### src/rtl/uart_pkg.sv
// Shared types and helpers for the UART transmit path.
package uart_pkg;

    typedef enum logic [2:0] {
        IDLE,
        FETCH,
        LOAD,
        START,
        DATA,
        PARITY,
        STOP
    } tx_state_t;

    localparam int DATA_BITS = 8;

    function automatic logic even_parity(input logic [7:0] data);
        return ^data;
    endfunction

endpackage

### src/rtl/uart_baud_cnt.sv
// Bit-period counter: counts 0..CLKS_PER_BIT-1 and flags the wrap with a one-cycle tick.
module uart_baud_cnt #(
    parameter int CLKS_PER_BIT = 16
) (
    input  logic clk,
    input  logic rst,
    input  logic clr,
    output logic tick
);

    localparam int CW = (CLKS_PER_BIT > 1) ? $clog2(CLKS_PER_BIT) : 1;
    localparam logic [CW-1:0] LAST = CW'(CLKS_PER_BIT - 1);

    logic [CW-1:0] cnt_q;
    logic [CW-1:0] cnt_d;

    always_comb begin
        cnt_d = cnt_q;
        if (clr || (cnt_q == LAST)) begin
            cnt_d = '0;
        end else begin
            cnt_d = cnt_q + 1'b1;
        end
    end

    assign tick = !clr && (cnt_q == LAST);

    always_ff @(posedge clk or posedge rst) begin
        if (rst) begin
            cnt_q <= '0;
        end else begin
            cnt_q <= cnt_d;
        end
    end

endmodule

### src/rtl/fifo_uart_tx.sv
// UART transmitter that pops bytes from an upstream FIFO and serialises them
// as start / 8 data LSB-first / optional even parity / 1 or 2 stop bits.
module fifo_uart_tx
    import uart_pkg::*;
#(
    parameter int CLKS_PER_BIT = 16,
    parameter int PARITY_EN    = 0,
    parameter int STOP_BITS    = 1
) (
    input  logic       clk,
    input  logic       rst,
    input  logic       fifo_empty,
    input  logic [7:0] fifo_dout,
    output logic       fifo_rd_en,
    output logic       tx,
    output logic       busy,
    output logic       tx_done
);

    tx_state_t  state_q, state_d;
    logic [7:0] shift_q, shift_d;
    logic [2:0] bit_idx_q, bit_idx_d;
    logic       stop_cnt_q, stop_cnt_d;
    logic       parity_q, parity_d;
    logic       tx_q, tx_d;
    logic       busy_q, busy_d;
    logic       done_q, done_d;
    logic       rd_en_q, rd_en_d;
    logic       baud_clr;
    logic       tick;

    // Hold the baud counter at zero until the start bit begins.
    assign baud_clr = (state_q == IDLE) || (state_q == FETCH) || (state_q == LOAD);

    uart_baud_cnt #(
        .CLKS_PER_BIT(CLKS_PER_BIT)
    ) u_baud (
        .clk (clk),
        .rst (rst),
        .clr (baud_clr),
        .tick(tick)
    );

    always_comb begin
        state_d    = state_q;
        shift_d    = shift_q;
        bit_idx_d  = bit_idx_q;
        stop_cnt_d = stop_cnt_q;
        parity_d   = parity_q;
        unique case (state_q)
            IDLE: begin
                if (!fifo_empty) state_d = FETCH;
            end
            FETCH: state_d = LOAD;
            LOAD: begin
                shift_d    = fifo_dout;
                parity_d   = even_parity(fifo_dout);
                bit_idx_d  = '0;
                stop_cnt_d = 1'b0;
                state_d    = START;
            end
            START: begin
                if (tick) state_d = DATA;
            end
            DATA: begin
                if (tick) begin
                    shift_d   = {1'b0, shift_q[7:1]};
                    bit_idx_d = bit_idx_q + 3'd1;
                    if (bit_idx_q == 3'(DATA_BITS - 1)) begin
                        if (PARITY_EN != 0) state_d = PARITY;
                        else                state_d = STOP;
                    end
                end
            end
            PARITY: begin
                if (tick) state_d = STOP;
            end
            STOP: begin
                if (tick) begin
                    if ((STOP_BITS == 2) && !stop_cnt_q) begin
                        stop_cnt_d = 1'b1;
                    end else begin
                        stop_cnt_d = 1'b0;
                        state_d    = IDLE;
                    end
                end
            end
            default: state_d = IDLE;
        endcase
    end

    // Outputs are derived from next-state values so they register on the same edge as the state.
    always_comb begin
        tx_d    = 1'b1;
        rd_en_d = (state_d == FETCH);
        busy_d  = (state_d != IDLE);
        done_d  = (state_q == STOP) && (state_d == IDLE);
        unique case (state_d)
            START:   tx_d = 1'b0;
            DATA:    tx_d = shift_d[0];
            PARITY:  tx_d = parity_d;
            default: tx_d = 1'b1;
        endcase
    end

    always_ff @(posedge clk or posedge rst) begin
        if (rst) begin
            state_q    <= IDLE;
            shift_q    <= '0;
            bit_idx_q  <= '0;
            stop_cnt_q <= 1'b0;
            parity_q   <= 1'b0;
            tx_q       <= 1'b1;
            busy_q     <= 1'b0;
            done_q     <= 1'b0;
            rd_en_q    <= 1'b0;
        end else begin
            state_q    <= state_d;
            shift_q    <= shift_d;
            bit_idx_q  <= bit_idx_d;
            stop_cnt_q <= stop_cnt_d;
            parity_q   <= parity_d;
            tx_q       <= tx_d;
            busy_q     <= busy_d;
            done_q     <= done_d;
            rd_en_q    <= rd_en_d;
        end
    end

    assign fifo_rd_en = rd_en_q;
    assign tx         = tx_q;
    assign busy       = busy_q;
    assign tx_done    = done_q;

    always @(posedge clk) begin
        if (!rst) begin
            assert (!(rd_en_q && fifo_empty));
            if (state_q inside {IDLE, FETCH, LOAD, STOP}) assert (tx_q);
            assert (busy_q == (state_q != IDLE));
        end
    end

endmodule
### config.mk
export PLATFORM = sky130hd
export DESIGN_NAME = fifo_uart_tx
export DESIGN_NICKNAME = d
export VERILOG_FILES = /design/src/rtl/uart_pkg.sv /design/src/rtl/uart_baud_cnt.sv /design/src/rtl/fifo_uart_tx.sv
export SDC_FILE = /design/constraint.sdc
export NUM_CORES = 1
export LEC_CHECK = 0
export CAP_MARGIN = 10
export CORE_MARGIN = 2
export CORE_UTILIZATION = 25
export CTS_BUF_LIST = sky130_fd_sc_hd__clkbuf_8
export CTS_CLUSTER_SIZE = 16
export DETAILED_ROUTE_END_ITERATION = 8
export SETUP_SLACK_MARGIN = 0.05
export SYNTH_ARGS = -nofsm -noshare
export SYNTH_HDL_FRONTEND = slang
export SYNTH_HIERARCHICAL = 1
export SYNTH_SLANG_ARGS = --single-unit
export TNS_END_PERCENT = 50
### constraint.sdc
create_clock -name clk -period 4 [get_ports clk]
set_input_delay 1 -clock clk [delete_from_list [all_inputs] [get_ports clk]]
set_output_delay 1 -clock clk [all_outputs]
set_load 0.005 [all_outputs]
# After elaboration in Yosys (flattened, before gate mapping)
# Index checks and enable logic that the tools add are counted.
# W data, S select, Z words.
dict set report op_classes {
  n_addsub 2
  eq_ne 13
  n_mux 14
  n_reduce_logical 12
}
# cell n
set ops {}
lappend ops {{$mux W3} 7}
lappend ops {{$pmux W3 S7} 1}
lappend ops {{$eq A3 B3 Y1 const B} 6}
lappend ops {{$pmux W8 S2} 1}
lappend ops {{$eq A3 B2 Y1 const B} 3}
lappend ops {{$mux W8} 1}
lappend ops {{$reduce_xor A8 Y1} 1}
lappend ops {{$eq A3 B1 Y1 const B} 2}
lappend ops {{$logic_not A3 Y1} 2}
lappend ops {{$pmux W3 S2} 1}
lappend ops {{$add A4 B1 Y4 const B} 1}
lappend ops {{$eq A4 B4 Y1 const B} 1}
lappend ops {{$mux W4} 1}
lappend ops {{$add A3 B1 Y3 const B} 1}
lappend ops {{$logic_or A1 B1 Y1} 3}
lappend ops {{$pmux W1 S3} 1}
lappend ops {{$reduce_bool A3 Y1} 1}
lappend ops {{$logic_and A1 B1 Y1} 2}
lappend ops {{$ne A2 B2 Y1 const B} 1}
lappend ops {{$reduce_and A2 Y1} 1}
lappend ops {{$reduce_bool A2 Y1} 1}
lappend ops {{$logic_not A1 Y1} 1}
lappend ops {{$mux W1} 1}
dict set report totals {
  ff_bits 23
  output_inout_bits 4
  elab_cells 51
}

# Longest topological paths before layout
# Gate-level depths: netlist of the first run.
dict set report logic_depth {
  ltp_word 9
  depth_mapped 8
  depth_no_buf 7
}

# Cells and area by module
# Netlist of the first run, hierarchy kept.
# mod n_inst cells_per_inst area_per_inst_um2
set modules_own_cells {}
lappend modules_own_cells {fifo_uart_tx 1 82 920.9}
lappend modules_own_cells {uart_baud_cnt 1 15 177.7}

# Least setup slack after synthesis of the first run
# Ideal clock, no wire load.
dict set report synth_timing {
  path_type {flip-flop to flip-flop}
  startpoint {register u_baud.cnt_q[0]}
  endpoint {register shift_q[2]}
  arrival_time_ps 1866
  path_slack_ps 2007
  path_stages_with_launch 9
  period_less_slack_ps 1993
  path_cell_list {dfrtp_1 > ha_1 > and3_2 > nor2b_1 > nand3b_1 > a21o_1 > buf_6 > a222oi_1 > inv_1}
}
dict set report synth_between {
  elab_chain_cells 4
}
# item line_no
set synth_rtl {}
lappend synth_rtl {{start, declared} uart_baud_cnt.sv:14} ;# logic [CW-1:0] cnt_q;
lappend synth_rtl {{start signal, assigned} uart_baud_cnt.sv:32} ;# cnt_q <= cnt_d;
lappend synth_rtl {{$eq A4 B4 Y1} uart_baud_cnt.sv:26} ;# assign tick = !clr && (cnt_q == LAST);
lappend synth_rtl {{$logic_and A1 B1 Y1} uart_baud_cnt.sv:26}
lappend synth_rtl {{net tick} fifo_uart_tx.sv:30} ;# logic tick;
lappend synth_rtl {{$ne A2 B2 Y1 (no source line)} n/a}
lappend synth_rtl {{$reduce_and A2 Y1 (no source line)} n/a}
lappend synth_rtl {{end signal, assigned} fifo_uart_tx.sv:119} ;# shift_q <= shift_d;
lappend synth_rtl {{end, declared} fifo_uart_tx.sv:21} ;# logic [7:0] shift_q, shift_d;
# The timed path passes the listed nets, and every way through them passes these cells.
# A chain may end at the register's enable or synchronous reset.

# Worst setup path after layout of the first run
dict set report layout_timing {
  startpoint {register state_q[0]}
  endpoint {register shift_q[3]}
}
dict set report layout_between {
  elab_chain_cells 7
  word_cells_on_any_way 12
  classes_between {eq/ne: 4; mux: 1; reduce/logical: 7}
}
# item line_no
set layout_rtl {}
lappend layout_rtl {{start, declared} fifo_uart_tx.sv:20} ;# tx_state_t state_q, state_d;
lappend layout_rtl {{start signal, assigned} fifo_uart_tx.sv:118} ;# state_q <= state_d;
lappend layout_rtl {{$eq A3 B1 Y1 / $logic_not A3 Y1 (equally long branches)} fifo_uart_tx.sv:33} ;# assign baud_clr = (state_q == IDLE) || (state_q == FETCH) || (state_q == LOAD);
lappend layout_rtl {{$logic_or A1 B1 Y1} fifo_uart_tx.sv:33}
lappend layout_rtl {{$logic_or A1 B1 Y1 (*)} fifo_uart_tx.sv:33}
lappend layout_rtl {{net baud_clr} fifo_uart_tx.sv:29} ;# logic baud_clr;
lappend layout_rtl {{$logic_not A1 Y1 (*)} uart_baud_cnt.sv:26}
lappend layout_rtl {{$logic_and A1 B1 Y1 (*)} uart_baud_cnt.sv:26}
lappend layout_rtl {{net tick} fifo_uart_tx.sv:30}
lappend layout_rtl {{$ne A2 B2 Y1 (no source line) (*)} n/a}
lappend layout_rtl {{$reduce_and A2 Y1 (no source line) (*)} n/a}
# Mark *: on every way through the listed nets, which the timed path passes. The rest lies on a longest branch.

==> summary.txt, run 1 <==
Logic synthesis
  • Mean Syn Cell Area: 11.3 um2
  • Synthesized cell area: 1100 um2
  • Top-area cell type share of the netlist area: 50.1%
  • Synthesized Nets: 111
  • Gate Count Post-Synth: 97
  • Post-synthesis sequential element count: 23
  • Post-synth cell types: 34
  • Top post-synthesis cells by area: dfrtp_1 50%, xnor2_1 6.4%, a222oi_1 5.5%, ha_1 3.4%, inv_1 3.1%
  • Main synth FF type: dfrtp_1
  • Most common cell in the netlist: dfrtp_1
  • Ys async rst share: 100%
  • Synth cell count leaders: 22 x dfrtp_1, 9 x inv_1, 8 x xnor2_1, 6 x a222oi_1
  • Register area share after synthesis: 52.5%
  • EDFF count, synth: 0
  • YS warnings: 6
  • Cell accounting for the most synthesized area: dfrtp_1

STA
  • Final Cycle Share: 57.6%
  • Endpoints failing setup: 0
  • Count of final hold-check violations: 0
  • Unrepaired setup endpoints after global routing: false
  • Period minus WS final: 2.30 ns
  • F_max: 434 MHz
  • Setup TNS Final: 0 ns
  • Fin. max-slew vios: 0
  • Rel. slew slack: 51.8%
  • Clock Skew: 0.00392 ns
  • Worst Max-Slew Pin Slew: 0.722 ns

Detailed routing
  • DRT iter0 DRCs: 41
  • Antenna viol nets, final: 0
  • WL/cell: 12.5 um
  • Total Wirelength: 2030 um
  • Via Count: 787
  • Drt via density: 4.83
  • Drc violations: 0
  • Drt pass-1 iters: 5

Finish
  • Fin area: 1320 um2
  • Final core utilization: 30.8%
  • Share of cells above drive strength 1: 11.7%
  • Area occupied by multi-input gates: 459 um2
  • Nets: 126
  • Diode count: 0
  • Area grow syn2layout: 20.3%
  • FILL cells: 432
  • Seq. cell area: 577 um2

Floorplan
  • Die area: 4940 um2
  • Die Height: 70.3 um
  • CORE AREA: 4290 um2
  • Io pins: 15
  • Die W: 70.3 um
  • Rows: 24
  • Initial core utilization: 25.6%

Setup path
  • Crit path from: state_q[0]
  • Crit Path Max Fanout: 14
  • CP Class: flop to flop
  • Reg-to-Reg Start: state_q[0]
  • Critical path endpoint category: flop
  • Flop2flop setup slack: 1.70 ns
  • CP arrival: 2.45 ns
  • Critical Path Start Type: flop
  • CP Data Required Time: 4.15 ns

Global routing
  • Number of global-route vias before repair: 826
  • First-pass GRT wire length: 3630 um
  • Gr busiest metal: met2
  • Largest net degree at the start of global routing: 20
  • M1 GR Usage: 11.6%
  • Met2 GRT Util: 14.5%
  • GR Util All Layers: 9.03%
  • Met3 usage: 1.15%
  • Initial antenna violation count: 0
  • Grt ovf: 0

Clock network
  • CTS tree: yes
  • Worst skew pair latency: 0.27 ns
  • Post-CTS sizing: 0
  • Buffers inserted by post-CTS timing repair: 0
  • CTS Buf Count: 3
  • Hold Buf Count CTS: 0
  • Worst-path clk slew: 0.08 ns
  • Clock Path Buffers: 2
  • CTS sink cnt: 23
  • Cell at the root of the clock tree: clkbuf_8
  • H-tree depth: 1

Place
  • I/O Buffers: 14
  • Placed cell areas: 1270 um2
  • Placer Congestion: 0.750
  • DP Wirelength: 1460 um

Worst hold path
  • Min-Delay Path Class: flop to flop
  • Worst hold start: u_baud/cnt_q[0]

Outcome
  • Status: finished, final reports clean

Pwr
  • Peak VDD IR: 0.152 mV
  • Leak: 0.567 nW
  • Pwr/cell area: 327 nW/um2

Job
  • Max cap viols: 0
## state kept, by name (all words and copies together), names as in the netlist
signal	count
busy	1
state_q	3
bit_idx_q	3
u_baud/cnt_q	4
tx_done	1
shift_q	8
tx	1
parity_q	1
fifo_rd_en	1
## placed cells by master (no fill, tap or decap), types with 2 or more instances in the layout
cell type,count
nand2b_1,2
dfrtp_1,22
nand2_1,2
nor3b_1,2
o21ai_0,3
nand3_1,2
clkdlybuf4s50_1,14
nor2_1,5
xnor2_1,8
a222oi_1,6
a22o_2,3
clkbuf_8,3
inv_1,9
ha_1,3
a21oi_1,5
a21o_1,3
nand3b_1,2
## worst paths after layout
check,to,depth (start not counted)
min in group asynchronous,u_baud/cnt_q[0],2
max in group asynchronous,shift_q[7],2
worst min register to register,u_baud/cnt_q[0],1
worst max-delay path,shift_q[3],6
worst min-delay path,u_baud/cnt_q[0],1
worst max register to register,shift_q[3],6
## critical path, cell delays in order, from the launching register on
cell and delay, ns:
dfrtp_1 0.59, a21oi_1 0.22, nor2b_1 0.46, nand3b_1 0.13, a21o_1 0.32, a222oi_1 0.39
inv_1 0.08
## cell type report
class,instances,area share (%)
repair buffers,14,10.6
inverters,9,2.56
well taps,52,4.92
clock buffers,3,3.12
clock inverters,1,0.379
multi-input cells,61,34.8
flip-flops and latches,23,43.7
## per-stage QoR
step	total power [W]	setup slack, ns	cells	hold WS, ns
after floorplan	0.000272	2.01	97	0.451
after global placement	0.000289	1.81	159	0.465
after detailed placement	0.000291	1.71	159	0.481
after CTS	0.000439	1.70	163	0.497
after global routing	0.000455	1.48	163	0.525
final	0.000432	1.70	163	0.494
## logic make-up after synthesis
| family | share of synthesized area [%] |
|---|---|
| DFF | 52.5 |
| AOI/OAI and AO/OA | 19.2 |
| buffers and inverters | 5.69 |
| and+or+nand+nor | 11.7 |
| muxes | 1.02 |
| adders and majority gates | 3.42 |
| xor gates and xnor gates | 6.38 |
## power by group
part | internal [W] | switching (W) | total, W
sequential | 0.000241 | 0.00000470 | 0.000246
combinational | 0.0000227 | 0.0000171 | 0.0000398
clock | 0.0000696 | 0.0000773 | 0.000147
total | 0.000333 | 0.0000991 | 0.000432
## metal layers
metal	part of all wire, %	vias up
li1	-	388
met1	48	374
met2	46	20
met3	3.4	5
met4	2.5	0
met5	0	-
(Power assumes the default switching activity.)
==> run 2, diff against run 1 <==
==> constraint.sdc (replaced) <==
create_clock -name clk -period 1.9 [get_ports clk]
set_input_delay 0.475 -clock clk [delete_from_list [all_inputs] [get_ports clk]]
set_output_delay 0.475 -clock clk [all_outputs]
set_load 0.005 [all_outputs]
==> run 2 against run 1 <==
  * Clock skew shrank 0.0024 ns
  * Utilization grew 3.8 points
  * Non-clock buffer count grew 17
  * Total power grew 110%
  * Largest cell class unchanged
  * Largest power group unchanged
==> summary.txt, run 2 (same netlist as run 1, synthesis figures left out) <==
Global routing
  • Largest net degree at the start of global routing: 14
  • Grt ovf: 0
  • Initial antenna violation count: 0
  • GR Util All Layers: 8.96%
  • First-pass GRT wire length: 3590 um
  • Number of global-route vias before repair: 850

Detailed routing
  • Antenna viol nets, final: 0
  • Drt via density: 4.82
  • WL/cell: 12.5 um
  • Via Count: 872
  • Drt pass-1 iters: 4
  • Drc violations: 0
  • Total Wirelength: 2260 um
  • DRT iter0 DRCs: 61

STA
  • Unrepaired setup endpoints after global routing: true
  • Final Cycle Share: 99.0%
  • F_max: 532 MHz
  • Fin. max-slew vios: 0
  • Clock Skew: 0.00153 ns
  • Rel. slew slack: 78.5%
  • WHS: 0.437 ns
  • Worst Max-Slew Pin Slew: 0.322 ns
  • Endpoints failing setup: 0
  • Count of final hold-check violations: 0
  • Setup TNS Final: 0 ns
  • Period minus WS final: 1.88 ns
  • Final setup margin: 0.0198 ns

Finish
  • Commonest non-fill, non-tap cell in the layout: dfrtp_1
  • Fin area: 1490 um2
  • Final core utilization: 34.6%
  • Seq. cell area: 577 um2
  • Biggest regs: shift_q: 8 flops, u_baud/cnt_q: 4 flops
  • Reg with most FFs: shift_q
  • Nets: 144
  • FILL cells: 438
  • Number of flip-flops under the largest register name: 8
  • Diode count: 0
  • Area grow syn2layout: 35.3%
  • Share of cells above drive strength 1: 27.1%
  • Area occupied by multi-input gates: 498 um2
  • Most frequent cells in the layout: 22 x dfrtp_1, 17 x buf_4, 14 x clkdlybuf4s50_1, 10 x inv_1, 8 x xnor2_1

Clock network
  • Cell at the root of the clock tree: clkbuf_8
  • CTS sink cnt: 23
  • CTS Buf Count: 3
  • Hold Buf Count CTS: 0
  • H-tree depth: 1
  • CTS tree: yes
  • Worst-path clk slew: 0.08 ns
  • Clock Path Buffers: 2
  • Worst skew pair latency: 0.26 ns

Floorplan
  • CORE AREA: 4290 um2
  • Die area: 4940 um2
  • Rows: 24
  • Initial core utilization: 25.6%
  • Die W: 70.3 um
  • Io pins: 15
  • Die Height: 70.3 um

Place
  • I/O Buffers: 14
  • Placer Congestion: 0.825
  • Placed cell areas: 1360 um2
  • Worst slack, placed: 0.0153 ns
  • DP Wirelength: 1580 um

Pwr
  • Pwr/cell area: 603 nW/um2
  • Leak: 0.668 nW
  • Peak VDD IR: 0.272 mV

Setup path
  • Critical path endpoint category: flop
  • CP max stage cell: dfrtp_1
  • Reg-to-Reg Start: u_baud/cnt_q[1]
  • CP arrival: 2.03 ns
  • CP Data Required Time: 2.05 ns
  • Crit Path Max Fanout: 7
  • CP peak stage delay: 0.36 ns
  • Crit path from: u_baud/cnt_q[1]
  • CP Class: flop to flop
  • Crit-path cells: ha_2 -> and3_4 -> nor2b_4 -> nand3b_1 -> a21o_4 -> buf_4 -> mux2_2
  • Critical Path Start Type: flop

Worst hold path
  • Min-Delay Path Class: input pin to async pin

Job
  • Max cap viols: 0

Outcome
  • Status: finished, final reports clean
run 2: cell types whose count changed in the layout (fill, tap and decap cells not counted), sizes merged:
cell    change
a21o        +1
clkinv      -1
inv         +1
buf        +17
run 2: power by group:
part           internal, W  switching, W
Sequential        0.000507    0.00000980
Combinational    0.0000495     0.0000370
Clock             0.000144      0.000149
Total             0.000701      0.000196
run 2: what timing repair did:
action,CTS,global route
endpoints found under the setup margin,9,11
pin swaps,2,7
gates resized for setup,2,5
cloned,0,1
buffers inserted,2,5
run 2: final timing paths:
kind                                   end  slack, ns  depth (start not counted)
max                           bit_idx_q[0]       0.02                          7
max in group asynchronous     bit_idx_q[0]       0.95                          3
min reg2reg                     shift_q[2]       0.50                          2
max reg2reg                   bit_idx_q[0]       0.02                          7
min                        u_baud/cnt_q[1]       0.44                          2
min in group clk                shift_q[2]       0.50                          2
run 2: layout make-up:
| type | instances | share of cell area [%] |
|---|---|---|
| Timing Repair Buffer | 31 | 18.0 |
| Clock buffer | 3 | 2.78 |
| Inverter | 9 | 2.27 |
| Clock inverter | 1 | 0.253 |
| Multi-Input combinational cell | 62 | 33.5 |
| Sequential cell | 23 | 38.8 |
| Tap cell | 52 | 4.38 |
run 2: metal layers:
layer  vias up  global-route usage, %  wire, um
met2        27                   14.7      1100
li1        422                      -         -
met4         0                   2.14        26
met5         -                      0         0
met3         4                   3.46       149
met1       419                   11.1       988
run 2: critical path, delay by kind of cell (launching register included):
kind | cells | cell delay [ns]
AO/OA/AOI/OAI | 1 | 0.26
adder cells (fa/ha/maj) | 1 | 0.19
buffers and inverters | 1 | 0.14
flip-flops | 1 | 0.36
multiplexers | 1 | 0.26
AND/OR/NAND/NOR | 3 | 0.57
run 2: through the flow:
step | std cells | total power (W)
2_1_floorplan | 97 | 0.000573
6_report | 181 | 0.000897
5_1_grt | 181 | 0.000943
4_1_cts | 175 | 0.000910
3_5_place_dp | 169 | 0.000614
3_3_place_gp | 169 | 0.000613
